[src/rtl/ula_pkg.sv]
// Shared definitions for the ULA arbiter: ALU op codes, the highest legal
// op code, the arbiter FSM state encoding and a legality helper.
package ula_pkg;

    localparam logic [2:0] OP_AND = 3'b000;
    localparam logic [2:0] OP_OR  = 3'b001;
    localparam logic [2:0] OP_ADD = 3'b010;
    localparam logic [2:0] OP_SUB = 3'b011;
    localparam logic [2:0] OP_SLT = 3'b100;

    // Codes above this value are rejected without touching the ALU.
    localparam logic [2:0] OP_MAX_LEGAL = OP_SLT;

    typedef enum logic [1:0] {
        ST_IDLE    = 2'd0,
        ST_ISSUE   = 2'd1,
        ST_CAPTURE = 2'd2,
        ST_RESP    = 2'd3
    } ula_state_t;

    // Op code legality; callers widen their op code to 32 bits so the
    // helper works for any OP_W.
    function automatic logic op_legal(input logic [31:0] op);
        return op <= 32'(OP_MAX_LEGAL);
    endfunction

endpackage

[src/rtl/rr_arbiter2.sv]
// Two-way round-robin arbiter. Grant is combinational and one-hot (or zero
// when nobody requests); the tie-break pointer moves only on advance.
module rr_arbiter2 (
    input  logic       clock,
    input  logic       reset,
    input  logic [1:0] req,
    input  logic       advance,
    output logic [1:0] grant
);

    // High when requester 1 wins a tie; after reset requester 0 wins.
    logic prio1;

    // Pick the single requester, or on a tie the one holding priority.
    always_comb begin
        grant = 2'b00;
        if (req == 2'b11) begin
            grant = prio1 ? 2'b10 : 2'b01;
        end else begin
            grant = req;
        end
    end

    // After a served grant, priority goes to the other requester.
    always_ff @(posedge clock or posedge reset) begin
        if (reset) begin
            prio1 <= 1'b0;
        end else if (advance) begin
            prio1 <= grant[0];
        end
    end

endmodule

[src/rtl/ula_arbiter.sv]
// Shares one registered ALU between two requesters. A granted operation is
// latched onto the ula_* outputs, the ALU result is captured two cycles
// later and returned on the owning requester's response channel.
//
// Handshake: a transfer happens on a rising clock edge where valid and ready
// are both high. Requesters hold valid and payload until ready; the block
// holds rspN_valid and the response payload until rspN_ready is sampled high.
module ula_arbiter
    import ula_pkg::*;
#(
    parameter int DATA_W = 16,
    parameter int OP_W   = 3
) (
    input  logic              clock,
    input  logic              reset,
    input  logic              req0_valid,
    output logic              req0_ready,
    input  logic [DATA_W-1:0] req0_a,
    input  logic [DATA_W-1:0] req0_b,
    input  logic [OP_W-1:0]   req0_op,
    input  logic              req1_valid,
    output logic              req1_ready,
    input  logic [DATA_W-1:0] req1_a,
    input  logic [DATA_W-1:0] req1_b,
    input  logic [OP_W-1:0]   req1_op,
    output logic              rsp0_valid,
    input  logic              rsp0_ready,
    output logic              rsp1_valid,
    input  logic              rsp1_ready,
    output logic [DATA_W-1:0] rsp_result,
    output logic              rsp_zero,
    output logic              rsp_err,
    output logic [DATA_W-1:0] ula_entrada1,
    output logic [DATA_W-1:0] ula_entrada2,
    output logic [OP_W-1:0]   ula_ALUControl,
    input  logic [DATA_W-1:0] ula_resultado,
    input  logic              ula_zero,
    output logic [1:0]        dbg_state
);

    ula_state_t        state;
    logic              owner_id;
    logic [1:0]        grant;
    logic              in_idle;
    logic              accept;
    logic              sel_id;
    logic [DATA_W-1:0] sel_a;
    logic [DATA_W-1:0] sel_b;
    logic [OP_W-1:0]   sel_op;
    logic              sel_legal;
    logic              rsp_done;

    rr_arbiter2 u_rr (
        .clock   (clock),
        .reset   (reset),
        .req     ({req1_valid, req0_valid}),
        .advance (accept),
        .grant   (grant)
    );

    // Ready only in IDLE and only for the granted requester; held low while
    // reset is asserted so nothing can be accepted during it.
    assign in_idle    = (state == ST_IDLE) && !reset;
    assign req0_ready = in_idle && grant[0];
    assign req1_ready = in_idle && grant[1];
    assign accept     = req0_ready || req1_ready;

    assign sel_id    = grant[1];
    assign sel_a     = sel_id ? req1_a  : req0_a;
    assign sel_b     = sel_id ? req1_b  : req0_b;
    assign sel_op    = sel_id ? req1_op : req0_op;
    assign sel_legal = op_legal(32'(sel_op));

    // Only the owner's rsp_ready ends the response; the other one is ignored.
    assign rsp_done = (state == ST_RESP) && (owner_id ? rsp1_ready : rsp0_ready);

    assign dbg_state = state;

    // Transaction FSM: accept -> ISSUE -> CAPTURE -> RESP, or straight to
    // RESP with an error for an unsupported op code.
    always_ff @(posedge clock or posedge reset) begin
        if (reset) begin
            state          <= ST_IDLE;
            owner_id       <= 1'b0;
            rsp0_valid     <= 1'b0;
            rsp1_valid     <= 1'b0;
            rsp_result     <= '0;
            rsp_zero       <= 1'b0;
            rsp_err        <= 1'b0;
            ula_entrada1   <= '0;
            ula_entrada2   <= '0;
            ula_ALUControl <= '0;
        end else begin
            case (state)
                ST_IDLE: begin
                    if (accept) begin
                        owner_id <= sel_id;
                        if (sel_legal) begin
                            // The ALU only ever sees legal operations.
                            ula_entrada1   <= sel_a;
                            ula_entrada2   <= sel_b;
                            ula_ALUControl <= sel_op;
                            state          <= ST_ISSUE;
                        end else begin
                            rsp_result <= '0;
                            rsp_zero   <= 1'b0;
                            rsp_err    <= 1'b1;
                            rsp0_valid <= !sel_id;
                            rsp1_valid <= sel_id;
                            state      <= ST_RESP;
                        end
                    end
                end
                ST_ISSUE: begin
                    // ALU registers its inputs on this edge.
                    state <= ST_CAPTURE;
                end
                ST_CAPTURE: begin
                    rsp_result <= ula_resultado;
                    rsp_zero   <= ula_zero;
                    rsp_err    <= 1'b0;
                    rsp0_valid <= !owner_id;
                    rsp1_valid <= owner_id;
                    state      <= ST_RESP;
                end
                ST_RESP: begin
                    if (rsp_done) begin
                        rsp0_valid <= 1'b0;
                        rsp1_valid <= 1'b0;
                        state      <= ST_IDLE;
                    end
                end
                default: state <= ST_IDLE;
            endcase
        end
    end

endmodule
[config.mk]
export PLATFORM = sky130hd
export DESIGN_NAME = ula_arbiter
export DESIGN_NICKNAME = d
export VERILOG_FILES = /design/src/rtl/ula_pkg.sv /design/src/rtl/rr_arbiter2.sv /design/src/rtl/ula_arbiter.sv
export SDC_FILE = /design/constraint.sdc
export NUM_CORES = 1
export LEC_CHECK = 0
export ABC_AREA = 1
export CORE_ASPECT_RATIO = 0.5
export CORE_MARGIN = 5
export CORE_UTILIZATION = 40
export DETAILED_ROUTE_END_ITERATION = 10
export PLACE_DENSITY = 0.79
export SYNTH_ARGS = -nofsm -noshare
export SYNTH_HDL_FRONTEND = slang
export SYNTH_SLANG_ARGS = --single-unit
[constraint.sdc]
create_clock -name clock -period 2.1 [get_ports clock]
set_input_delay 0.315 -clock clock [delete_from_list [all_inputs] [get_ports clock]]
set_output_delay 0.315 -clock clock [all_outputs]
set_load 0.05 [all_outputs]
### Word level (Yosys, flattened, before mapping)

Index checks and enable logic that the tools add are counted.

* bits in registers: 59
* output and inout bits: 59

* $lt $le $gt $ge: 1
* eq/ne operators: 7
* mux-type cells: 26
* reduce and logical (&&, ||, !) cells: 16

Operators with widths (number)
* 2-to-1 mux 16 bit: 4
* one-hot mux 16 bit (2 select lines): 1
* 2-to-1 mux 1 bit: 10
* 2-to-1 mux 2 bit: 5
* one-hot mux 2 bit (4 select lines): 1
* == test 2 bit, second input constant: 3
* inequality test 2 bit, second input constant: 3
* one-hot mux 1 bit (3 select lines): 2
* AND reduction 3 bit: 2
* logical AND 1 bit: 4
* one-hot mux 1 bit (2 select lines): 2
* AND reduction 2 bit: 2
* AND reduction 4 bit: 1
* less-or-equal comparator 3 bit, second input constant: 1
* logical NOT 1 bit: 3
* 2-to-1 mux 3 bit: 1
* nonzero test 3 bit: 1
* == test 2 x 1 -> 1 bit, second input constant: 1
* logical NOT 2 bit: 1
* nonzero test 2 bit: 1
* logical OR 1 bit: 1

### Logic depth before layout (Yosys ltp)

* depth after elaboration: 7
* depth in mapped cells: 12
* depth with buffers taken out: 11

### Modules after synthesis

Synthesis repeated with hierarchy kept, for this count alone.

* cells, all modules: 306
* area, all modules: 2839.0 um2

By module, submodules not included
* ula_arbiter: times used 1, cells each 296, area each 2772.7 um2
* rr_arbiter2: times used 1, cells each 10, area each 66.3 um2

### Least setup slack after synthesis

Ideal clock, no wire load.

* path kind: reg2reg
* start point: register state[0], in the netlist dbg_state[0]
* end point: register rsp_err
* arrival time: 1.962 ns
* required time: 1.981 ns
* setup slack: 0.019 ns
* stages on the path, launching flop included: 13
* buffers on the path: 1
* period minus slack after synthesis: 2.081 ns
* cell sequence: dfrtp_1 inv_1 ha_1 inv_2 nor2_4 nand3_2 nand2_2 nand3_1 nand2_2 nand2_4 buf_2 nand2_1 nand2_1

* cells in the longest elaborated chain, start to end: 6
* elaborated cells on any way between the ends: 11

Ends and longest elaborated chain
* start: declaration: line ula_arbiter.sv:41 `ula_state_t state;`
* start signal: assignment: line ula_arbiter.sv:83 `state <= ST_IDLE;`
* start signal: assignment: line ula_arbiter.sv:103 `state <= ST_ISSUE;`
* start signal: assignment: line ula_arbiter.sv:110 `state <= ST_RESP;`
* logical NOT 2 bit: line ula_arbiter.sv:63, ula_arbiter.sv:94
* logical AND 1 bit: line ula_arbiter.sv:63 `assign in_idle = (state == ST_IDLE) && !reset;`
* logical AND 1 bit, on equally long branches: line ula_arbiter.sv:64, ula_arbiter.sv:65
* logical OR 1 bit: line ula_arbiter.sv:66 `assign accept = req0_ready || req1_ready;`
* inequality test 2 bit (no line)
* AND reduction 3 bit (no line)
* end signal: assignment: line ula_arbiter.sv:89 `rsp_err <= 1'b0;`
* end signal: assignment: line ula_arbiter.sv:107 `rsp_err <= 1'b1;`
* end signal: assignment: line ula_arbiter.sv:121 `rsp_err <= 1'b0;`
* end: declaration: line ula_arbiter.sv:32 `output logic rsp_err,`

Parallel ways exist; a longest one is shown, timed or not.
A chain may end at the register's enable or synchronous reset.

### Final worst setup path

* start point: register state[0], in the netlist dbg_state[0]
* end point: output req0_ready

* cells in the longest elaborated chain, start to end: 3

Ends and longest elaborated chain
* logical NOT 2 bit: line ula_arbiter.sv:63
* logical AND 1 bit: line ula_arbiter.sv:63
* logical AND 1 bit: line ula_arbiter.sv:64 `assign req0_ready = in_idle && grant[0];`
* end: declaration: line ula_arbiter.sv:17 `output logic req0_ready,`

Every way passes these cells.

==> metrics.md <==
| Metric | Value |
|---|---|
| Crit Path Class | flop to output port |
| Syn Inst Count | 399 |
| Worst-path cell chain | inv_1, ha_1, inv_2, nor2_4, nand3_2, inv_1, buf_12 |
| Standard-cell rows | 22 |
| Vias in the first global route | 2875 |
| R2R Path Start | dbg_state[0] |
| Core Region | 7267 µm² |
| Pins Over Slew Limit | 0 |
| Worst Skew | 0.006377 ns |
| Seq. cell area | 1476 µm² |
| Post-CTS sizing | 0 |
| CP delay by family, top | buffers and inverters |
| Dominant synthesized flop cell | dfrtp_1 |
| Class of the worst hold path | input port to asynchronous set/reset pin |
| Synth-to-layout area growth | 66.65% |
| GRT Total Usage | 18.56% |
| Dpl cells | 642 |
| DR WL/cell | 13.13 µm |
| Largest net degree at the start of global routing | 38 |
| Clk slew on worst S/H paths | 0.05 ns |
| Detailed Route WL | 8610 µm |
| CTS tree | done |
| Antenna violations before repair | 0 |
| Crit path from | dbg_state[0] |
| Die span in x | 131.7 µm |
| Worst IR Drop VDD | 0.7735 mV |
| Clock Latency Late Sink | 0.33 ns |
| Netlist area before placement | 2964 µm² |
| Ys async rst share | 100.0% |
| Num CTS Buffers | 9 |
| Vias | 2989 |
| Vias per cell | 4.556 |
| Yosys cell types | 23 |
| IO Port Bufs | 151 |
| DP Area | 4657 µm² |
| Critical Path AT | 1.66 ns |
| Crit-path max FO | 4 |
| Util after Layout | 67.98% |
| HPWL Detailed | 6572 µm |
| Post-CTS setup buffers | 0 |
| Fmax achieved | 507.5 MHz |
| Number of setup violations in the final report | 0 |
| Grt ovf | 0 |
| CP max stage cell | dfrtp_1 |
| Synth Net Count | 497 |
| Crit. End Element | output port |
| Nets | 655 |
| Pwr Density | 1597 nW/µm² |
| Post-synth EDFFs | 0 |
| Clock sinks | 59 |
| Final hold slack | 0.4252 ns |
| RSZ-0062 raised after global routing | false |
| Sum Neg Setup Slack | 0 ns |
| Buf/Inv on CP | 4 |
| Routed Antenna Nets | 0 |
| Final period util | 93.83% |
| Synthesized flop and latch total | 59 |
| Startpoint types | flop |
| Area of the multi-input gates | 1220 µm² |
| Rel. slew slack | 63.68% |
| Pre-Repair DR Iteration Count | 4 |
| Num ports | 152 |
| CP peak stage delay | 0.43 ns |
| CP most frequent cell | inv_1 |
| Max Cap Viol | 0 |
| CTS hold repair buffers | 0 |
| Syn avg cell area | 7.429 µm² |
| Design area | 4940 µm² |
| Clk root buf | clkbuf_16 |
| Worst path required time | 1.78 ns |
| Non-filler instance count after layout | 656 |
| DRT iter0 DRCs | 203 |
| Leak | 2.427 nW |
| Status | complete, no violations |
| Minimum clock period | 1.970 ns |
| N_diodes | 0 |
| Die H | 70.87 µm |
| Yosys warns | 0 |
| H-tree Lvls | 3 |
| Die Footprint | 9336 µm² |
| Worst-margin pin slew | 0.5431 ns |
| Post-route DRC | 0 |
| Clock Tree Buf Depth | 2 |
| Fillers | 590 |
| Initial Util | 40.79% |
| GPL Wtd Cong | 0.7926 |
| Share of cells above drive strength 1 | 7.321% |
| Register area share after synthesis | 49.81% |
| Fin. Hold Viols | 0 |
| First-pass GRT wire length | 14010 µm |
## layout make-up
type / instances / area share (%)
timing repair buffer: 164 / 33.49
sequential: 59 / 29.89
multi-input combinational: 274 / 24.70
clock buffer: 11 / 4.914
inverter: 49 / 3.774
tap: 96 / 2.432
clock inverter: 3 / 0.8105
## cells in the mapped netlist (4+ instances only)
cell | instances | area [µm²]
buf_2 | 5 | 25.02
clkbuf_1 | 9 | 33.78
dfrtp_1 | 59 | 1476
ha_1 | 5 | 62.56
inv_1 | 46 | 172.7
nand2_1 | 189 | 709.4
nand2_2 | 4 | 25.02
nand3_1 | 24 | 120.1
o21ai_0 | 25 | 125.1
o21ai_1 | 15 | 75.07
## per-layer routing
layer / vias up / global-route usage, % / share of wire [%]
met5: - / 0 / 0
met3: 20 / 5.611 / 5.4
met2: 70 / 31.57 / 50
met1: 1364 / 22.05 / 42
met4: 0 / 8.210 / 2.5
li1: 1535 / - / -
## layout by cell type, fill, tap and decap left out
master,count
inv_4,1
nand2_2,4
dfrtp_1,59
ha_1,5
clkdlybuf4s50_1,149
nand2_4,2
nor2_4,1
clkbuf_1,1
nand3_1,24
nand3b_1,1
nor2_1,2
inv_1,45
o21ai_0,25
nand4_1,2
a21oi_1,1
buf_4,11
o211ai_1,1
nand3_2,1
buf_12,4
bufinv_16,1
clkbuf_16,9
inv_2,3
clkbuf_8,1
o21ai_1,15
nand2_1,189
clkinv_2,2
a21boi_4,1
## state kept, by name, indices dropped and copies added (netlist names)
register	flops
dbg_state	2
rsp_err	1
ula_entrada2	16
ula_ALUControl	3
owner_id	1
u_rr.prio1	1
rsp0_valid	1
rsp_zero	1
ula_entrada1	16
rsp_result	16
rsp1_valid	1
## per-stage QoR
stage,worst slack (ns),power (mW)
6_report,0.1295,7.887
5_1_grt,0.03082,8.361
4_1_cts,0.1153,7.968
3_5_place_dp,0.1489,6.531
3_3_place_gp,0.1761,6.464
2_1_floorplan,0.01851,4.899
## logic make-up after synthesis
logic type	Yosys count	synth area share, %
fa+ha+maj	5	2.111
simple gates	226	31.24
compound gates	43	7.556
buf+inv	66	9.287
flops	59	49.81
## worst register-to-register path, stage by stage, from the launching register on
cell	delay, ns
dfrtp_1	0.43
inv_1	0.14
ha_1	0.19
inv_2	0.06
nor2_4	0.12
nand3_2	0.11
nand2_2	0.13
a21boi_4	0.25
buf_12	0.22
nand2_1	0.09
o21ai_1	0.09
## worst paths after layout
kind	end	slack [ns]	cells past startpoint
min	rsp1_valid	0.43	2
min in group clock	rsp_result[1]	0.47	2
min reg2reg	rsp_result[1]	0.47	2
max reg2reg	ula_entrada2[1]	0.20	10
max in group asynchronous	rsp_result[10]	1.08	3
max	req0_ready	0.13	7
## report_power, final
group	switching, mW	internal (mW)	total [mW]
logic	3.02	1.53	4.55
registers	0.291	1.66	1.95
clock network	0.456	0.929	1.38
total	3.77	4.12	7.89
Power figures use the tool's default switching activity.
